$ cat config.mk
export PLATFORM = sky130hd
export DESIGN_NAME = servisia_boot_loader
export DESIGN_NICKNAME = d
export VERILOG_FILES = /design/src/rtl/servisia_pkg.sv /design/src/rtl/servisia_spi_shifter.sv /design/src/rtl/servisia_boot_loader.sv
export SDC_FILE = /design/constraint.sdc
export NUM_CORES = 1
export LEC_CHECK = 0
export BUFFER_PORTS_ARGS = -buffer_cell sky130_fd_sc_hd__buf_2
export CAP_MARGIN = 20
export CORE_MARGIN = 4
export CORE_UTILIZATION = 57
export CTS_CLUSTER_SIZE = 12
export DETAILED_ROUTE_END_ITERATION = 6
export PLACE_DENSITY = 0.78
export REMOVE_ABC_BUFFERS = 1
export SLEW_MARGIN = 20
export SYNTH_ARGS = -nofsm -noshare
export SYNTH_HDL_FRONTEND = slang
export SYNTH_SLANG_ARGS = --single-unit
$ cat constraint.sdc
create_clock -name clk_i -period 5.8 [get_ports clk_i]
set_clock_uncertainty 0.05 [all_clocks]
set_input_delay 0 -clock clk_i [delete_from_list [all_inputs] [get_ports clk_i]]
set_output_delay 0 -clock clk_i [all_outputs]
set_load 0.05 [all_outputs]
$ cat src/rtl/servisia_pkg.sv
// servisia_pkg: shared opcode constant, boot FSM state type and a small
// helper used by the servisia boot loader and its SPI shifter.
package servisia_pkg;

   // SPI NOR "read data" opcode (3-byte address, no dummy cycles)
   localparam logic [7:0] SPI_CMD_READ = 8'h03;

   typedef enum logic [2:0] {
      CMD,
      ADDR,
      DATA,
      WRITE,
      CHECK,
      DONE,
      ERROR
   } boot_state_t;

   // Chip select is held low for every state of the open flash read.
   function automatic logic spi_active(input boot_state_t s);
      return (s == CMD) || (s == ADDR) || (s == DATA) || (s == WRITE) || (s == CHECK);
   endfunction

endpackage

$ cat src/rtl/servisia_spi_shifter.sv
// servisia_spi_shifter: mode-0 SPI bit engine. Divides clk_i down to SCK,
// shifts a byte out on MOSI and a byte in from MISO, both MSB first.
// 'pause' freezes the stream with SCK low; 'byte_done' is high in the cycle
// whose closing edge finishes a byte, so the caller can act on that edge.
module servisia_spi_shifter #(
   parameter int SCK_HALF = 2
) (
   input  logic       clk_i,
   input  logic       rst_i,
   input  logic       load,
   input  logic       run,
   input  logic       pause,
   input  logic [7:0] tx_data,
   input  logic       spi_miso_i,
   output logic       spi_sck_o,
   output logic       spi_mosi_o,
   output logic [7:0] rx_data,
   output logic       byte_done
);

   localparam int HW = (SCK_HALF > 1) ? $clog2(SCK_HALF) : 1;
   localparam logic [HW-1:0] HALF_LAST = HW'(SCK_HALF - 1);

   logic [HW-1:0] half_cnt_reg;
   logic          sck_reg;
   logic [2:0]    bit_cnt_reg;
   logic [7:0]    tx_reg;
   logic [7:0]    rx_reg;
   logic          shifting;
   logic          half_end;

   assign shifting   = run && !pause;
   assign half_end   = (half_cnt_reg == HALF_LAST);
   assign byte_done  = shifting && half_end && sck_reg && (bit_cnt_reg == 3'd7);
   assign spi_sck_o  = sck_reg;
   assign spi_mosi_o = tx_reg[7];
   assign rx_data    = rx_reg;

   // SCK divider plus shift registers; MOSI moves on the falling side, MISO sampled on the rising side
   always_ff @(posedge clk_i or posedge rst_i) begin
      if (rst_i) begin
         half_cnt_reg <= '0;
         sck_reg      <= 1'b0;
         bit_cnt_reg  <= 3'd0;
         tx_reg       <= 8'h00;
         rx_reg       <= 8'h00;
      end else if (load) begin
         half_cnt_reg <= '0;
         sck_reg      <= 1'b0;
         bit_cnt_reg  <= 3'd0;
         tx_reg       <= tx_data;
      end else if (!run) begin
         half_cnt_reg <= '0;
         sck_reg      <= 1'b0;
         bit_cnt_reg  <= 3'd0;
      end else if (shifting) begin
         if (!half_end) begin
            half_cnt_reg <= half_cnt_reg + HW'(1);
         end else begin
            half_cnt_reg <= '0;
            sck_reg      <= !sck_reg;
            if (!sck_reg) begin
               rx_reg <= {rx_reg[6:0], spi_miso_i};
            end else if (bit_cnt_reg == 3'd7) begin
               bit_cnt_reg <= 3'd0;
               tx_reg      <= tx_data;
            end else begin
               bit_cnt_reg <= bit_cnt_reg + 3'd1;
               tx_reg      <= {tx_reg[6:0], 1'b0};
            end
         end
      end
   end

endmodule

$ cat src/rtl/servisia_boot_loader.sv
// servisia_boot_loader: copies a MEMSIZE-byte image from SPI NOR flash
// (read opcode 0x03 at FLASH_OFFSET) into external SRAM one byte per write
// strobe, then hands the SRAM port to the SoC and releases its reset.
// Optional feature macro: BOOT_CHECKSUM_EN -- reads one trailer byte after
// the image and only releases the SoC if the 8-bit sum of image plus
// trailer is zero; otherwise parks in ERROR.
module servisia_boot_loader
   import servisia_pkg::*;
#(
   parameter int          MEMSIZE      = 65536,
   parameter int          AW           = $clog2(MEMSIZE),
   parameter logic [23:0] FLASH_OFFSET = 24'h100000,
   parameter int          SCK_HALF     = 2
) (
   input  logic          clk_i,
   input  logic          rst_i,
   output logic          spi_sck_o,
   output logic          spi_cs_no,
   output logic          spi_mosi_o,
   input  logic          spi_miso_i,
   output logic          sram_we_o,
   output logic [AW-1:0] sram_addr_o,
   output logic [7:0]    sram_wdata_o,
   output logic          done_o,
   output logic          soc_rst_o,
   output logic          error_o
);

   localparam logic [AW-1:0] INDEX_LAST = AW'(MEMSIZE - 1);

   boot_state_t   state_reg, state_next;
   logic          active_reg;
   logic [1:0]    addr_cnt_reg;
   logic [AW-1:0] index_reg;
   logic          we_reg, we_next;
   logic [AW-1:0] addr_reg, addr_next;
   logic [7:0]    wdata_reg, wdata_next;
   logic          cs_n_reg, cs_n_next;
   logic          done_reg, done_next;
   logic          soc_rst_reg, soc_rst_next;
   logic [7:0]    tx_data;
   logic [7:0]    rx_data;
   logic          byte_done;

`ifdef BOOT_CHECKSUM_EN
   logic [7:0] sum_reg;
   logic [7:0] check_sum;
   logic       error_reg, error_next;
   assign check_sum = sum_reg + rx_data;
   assign error_o   = error_reg;
`else
   assign error_o   = 1'b0;
`endif

   assign sram_we_o    = we_reg;
   assign sram_addr_o  = addr_reg;
   assign sram_wdata_o = wdata_reg;
   assign spi_cs_no    = cs_n_reg;
   assign done_o       = done_reg;
   assign soc_rst_o    = soc_rst_reg;

   // The first cycle out of reset loads the opcode; SCK only runs while the read is open
   servisia_spi_shifter #(
      .SCK_HALF (SCK_HALF)
   ) u_shifter (
      .clk_i      (clk_i),
      .rst_i      (rst_i),
      .load       (!active_reg),
      .run        (active_reg && spi_active(state_reg)),
      .pause      (state_reg == WRITE),
      .tx_data    (tx_data),
      .spi_miso_i (spi_miso_i),
      .spi_sck_o  (spi_sck_o),
      .spi_mosi_o (spi_mosi_o),
      .rx_data    (rx_data),
      .byte_done  (byte_done)
   );

   // Byte to transmit after the current one: opcode, then the three offset bytes, then zeros
   always_comb begin
      tx_data = 8'h00;
      if (!active_reg) begin
         tx_data = SPI_CMD_READ;
      end else if (state_reg == CMD) begin
         tx_data = FLASH_OFFSET[23:16];
      end else if (state_reg == ADDR) begin
         case (addr_cnt_reg)
            2'd0:    tx_data = FLASH_OFFSET[15:8];
            2'd1:    tx_data = FLASH_OFFSET[7:0];
            default: tx_data = 8'h00;
         endcase
      end
   end

   // State, counters and registered outputs
   always_ff @(posedge clk_i or posedge rst_i) begin
      if (rst_i) begin
         state_reg    <= CMD;
         active_reg   <= 1'b0;
         addr_cnt_reg <= 2'd0;
         index_reg    <= '0;
         we_reg       <= 1'b0;
         addr_reg     <= '0;
         wdata_reg    <= 8'h00;
         cs_n_reg     <= 1'b1;
         done_reg     <= 1'b0;
         soc_rst_reg  <= 1'b1;
`ifdef BOOT_CHECKSUM_EN
         sum_reg      <= 8'h00;
         error_reg    <= 1'b0;
`endif
      end else begin
         state_reg   <= state_next;
         active_reg  <= 1'b1;
         we_reg      <= we_next;
         addr_reg    <= addr_next;
         wdata_reg   <= wdata_next;
         cs_n_reg    <= cs_n_next;
         done_reg    <= done_next;
         soc_rst_reg <= soc_rst_next;
         if (state_reg == ADDR && byte_done) begin
            addr_cnt_reg <= addr_cnt_reg + 2'd1;
         end
         // Index saturates at the last byte; the FSM leaves WRITE there anyway
         if (state_reg == WRITE && index_reg != INDEX_LAST) begin
            index_reg <= index_reg + AW'(1);
         end
`ifdef BOOT_CHECKSUM_EN
         error_reg <= error_next;
         if (state_next == WRITE) begin
            sum_reg <= sum_reg + rx_data;
         end
`endif
      end
   end

   // Next-state logic: advance on each completed byte, one WRITE cycle per image byte
   always_comb begin
      state_next = state_reg;
      if (active_reg) begin
         unique case (state_reg)
            CMD:   if (byte_done) state_next = ADDR;
            ADDR:  if (byte_done && addr_cnt_reg == 2'd2) state_next = DATA;
            DATA:  if (byte_done) state_next = WRITE;
            WRITE: begin
               if (index_reg == INDEX_LAST) begin
`ifdef BOOT_CHECKSUM_EN
                  state_next = CHECK;
`else
                  state_next = DONE;
`endif
               end else begin
                  state_next = DATA;
               end
            end
`ifdef BOOT_CHECKSUM_EN
            CHECK: if (byte_done) state_next = (check_sum == 8'h00) ? DONE : ERROR;
`endif
            default: state_next = state_reg;
         endcase
      end
   end

   // Output logic: registered outputs follow the state being entered, so they change on the same edge
   always_comb begin
      cs_n_next    = !spi_active(state_next);
      we_next      = (state_next == WRITE);
      addr_next    = addr_reg;
      wdata_next   = wdata_reg;
      done_next    = (state_next == DONE);
      soc_rst_next = (state_next != DONE);
`ifdef BOOT_CHECKSUM_EN
      error_next   = (state_next == ERROR);
`endif
      if (state_next == WRITE) begin
         addr_next  = index_reg;
         wdata_next = rx_data;
      end
   end

endmodule

==> impl_metrics.json <==
{
  "clkTransAtPathRegs_ns": 0.07,
  "insertion_delay_ns": 0.34,
  "max_cap_viol_count": 0,
  "syn_to_final_growth_pct": 12.4,
  "htreeDepth": 3,
  "finalInstanceArea_sq_um": 3510,
  "regToRegStartpoint": "index_reg[0]",
  "rrSetupSlack_ns": 3.04,
  "n_antenna_cell": 0,
  "critical-path-top-delay-family": "simple AND/OR/NAND/NOR gates",
  "yosys.area_share.simple_pct": 13.6,
  "cts_resized": 0,
  "overflow": 0,
  "cts_max_path_buffers": 2,
  "syn-instance-count": 241,
  "grt_pass1_wl_um": 9220,
  "drv_slew": 0,
  "crit_path_start_kind": "flip-flop",
  "core_area_sq_um": 5200,
  "drc": 0,
  "finalNetCount": 285,
  "wl_met1_um": 2440,
  "die_y_um": 82.0,
  "ys_warn_count": 0,
  "routed-via-count": 1943,
  "first_pass_iters": 5,
  "vias_per_cell": 5.54,
  "synth_fa_ha_area_share_pct": 1.60,
  "post-route-period-util_pct": 47.6,
  "slew_headroom_pct": 43.3,
  "max_stage_delay_ns": 0.59,
  "hp-class": "input pin to flip-flop",
  "period_minus_slack_ns": 2.76,
  "stdcell_count": 351,
  "place_hpwl_um": 3500,
  "synth_compound_area_share_pct": 5.77,
  "rr_worst_depth": 6,
  "finalHoldViolCount": 0,
  "io_buffers": 32,
  "mostFrequentLayoutCell": "dfrtp_1",
  "setup_viol": 0,
  "startpoint": "index_reg[0]",
  "fmaxAchievable_ghz": 0.362,
  "top_layer": "met4",
  "cts_root_buf": "clkbuf_8",
  "synth_top_family_by_area": "multiplexers",
  "worstPathCellList": "ha_1, nand3_1, or4_4, o22ai_4, nand4_4, mux2_4",
  "top_level_ports": 34,
  "whs_path_depth": 3,
  "synthMuxAreaShare_pct": 14.8,
  "worst_pin_slew_ns": 0.850,
  "grt_max_degree": 72,
  "grt_usage_pct": 18.7,
  "cts_tree": "done",
  "place_ws_ns": 3.03,
  "place_inst": 335,
  "cp_data_required_time_ns": 5.97,
  "postRouteWirelength_um": 5230,
  "fp-row-count": 26,
  "hold-path-endpoint": "u_shifter.rx_data[0]",
  "tns_ns": 0,
  "crit_buf_inv": 0,
  "fin_ws_ns": 3.04,
  "rsz0062_at_grt": "no",
  "slowest_stage": "or4_4",
  "cp_max_fo": 25,
  "ant_nets": 0,
  "leakagePower_nw": 1.84,
  "outcome": "finished, final reports clean",
  "power_density_nw_per_um2": 266,
  "die_w_um": 82.0,
  "start_util_pct": 60.0,
  "synth_xor_area_share_pct": 4.49,
  "ir_worst_vdd_mv": 0.164,
  "avgRoutedWirePerCell_um": 14.9,
  "layout-drive-gt1-share_pct": 31.7,
  "ys_ff_latch": 71,
  "ys_seq_area_share_pct": 57.0,
  "cts_sinks": 71,
  "drtIter0Drc": 147,
  "crit_path_end_kind": "flip-flop",
  "place.gp.congestion": 0.750,
  "r2r_end": "sram_addr_o[8]",
  "cts_buffers": 9,
  "hp-start": "spi_miso_i",
  "antenna_found_initial": 0,
  "layout_common_cells": "69 x dfrtp_1, 32 x buf_2, 22 x nand2_1",
  "wl_met3_um": 275,
  "postSynthAreaPerCell_sq_um": 13.0,
  "worstSetupPathType": "flip-flop to flip-flop",
  "arrival_ns": 2.94,
  "syn_area_sq_um": 3120,
  "wl_met2_um": 2380,
  "yosys.cell_types.count": 41,
  "final_core_util_pct": 67.4,
  "grt_pass1_vias": 1957,
  "place_area_sq_um": 3330,
  "die_area_sq_um": 6730
}
==> worst max-delay path by stage <==
stage	to	slack [ns]	cells past startpoint
after floorplan	sram_addr_o[0]	3.34	6
after global placement	sram_addr_o[8]	3.09	6
after detailed placement	sram_addr_o[1]	3.03	6
after CTS	sram_addr_o[5]	3.02	6
after global routing	sram_addr_o[10]	2.77	6
final	sram_addr_o[8]	3.04	6
==> cells by family (layout without fill, tap and decap cells) <==
kind of cell | Yosys count | in the layout
compound gates | 24 | 24
xor+xnor | 16 | 16
fa+ha+maj | 4 | 4
buf+inv | 16 | 56
flops | 71 | 71
mux | 35 | 35
other cells | 2 | 2
simple gates | 73 | 73
==> cell type report <==
cell class / instances / area, sq um
Tap cell: 70 / 87.6
Clock buffer: 13 / 159
Inverter: 7 / 26.3
Sequential cell: 71 / 1780
Clock inverter: 1 / 5.00
Timing Repair Buffer: 35 / 188
Multi-Input combinational cell: 154 / 1260
Fill cell: 405 / 1700
==> power by group <==
group	leakage [nW]	switching (mW)	total, mW	internal (mW)
Sequential	0.957	0.0217	0.545	0.523
Clock	0.0854	0.165	0.338	0.174
Combinational	0.799	0.0236	0.0497	0.0260
Total	1.84	0.210	0.932	0.722
==> per-layer routing <==
layer / GRT usage (%) / vias to the layer above
met3: 4.39 / 14
met1: 24.5 / 955
li1: - / 926
met4: 12.1 / 0
met5: 0 / -
met2: 27.7 / 48
==> through the flow <==
| stage | hold slack [ns] | total power [mW] |
|---|---|---|
| global route | 0.403 | 0.975 |
| floorplan | 0.102 | 0.589 |
| finish | 0.388 | 0.932 |
| detailed placement | 0.190 | 0.604 |
| CTS | 0.364 | 0.945 |
| global placement | 0.183 | 0.600 |
==> cell usage after synthesis <==
library cell	instances	area share (%)
nand2_1	22	2.6
a21oi_1	3	0.48
nand3b_1	8	1.9
a211oi_1	1	0.24
o22ai_4	1	0.64
nand3_1	5	0.80
buf_6	2	0.72
nor3b_2	1	0.40
or4_4	1	0.36
a21o_1	1	0.24
nand4_4	1	0.68
xor2_1	8	2.2
o31ai_1	1	0.24
a22o_1	2	0.56
o211a_1	1	0.32
buf_4	1	0.24
ha_1	4	1.6
or3_2	1	0.24
conb_1	2	0.24
or2_2	2	0.40
clkbuf_1	6	0.72
and3_2	1	0.24
and3_1	5	1.0
a31oi_1	1	0.20
a21boi_0	6	1.4
o311a_1	1	0.32
inv_1	7	0.84
nor3_1	4	0.64
and2_1	2	0.40
and4_1	3	0.84
o21ai_0	5	0.80
nor2_1	5	0.60
mux2_4	19	9.1
o2111ai_1	1	0.28
dfrtp_1	69	55
nor4_1	3	0.60
nand4_1	9	1.8
xnor2_1	8	2.2
mux2_2	14	5.0
mux2i_1	2	0.64
dfstp_2	2	1.7
==> worst min-delay path, delay by kind of cell <==
family | cells | cell delay (ns)
muxes | 1 | 0.13
buffers and inverters | 2 | 0.63
==> what timing repair did <==
| item | CTS | global route |
|---|---|---|
| endpoints found under the hold margin | 70 | 0 |
| setup buffers | 0 | 0 |
| hold buffers | 2 | 0 |
Power figures use the tool's default switching activity.
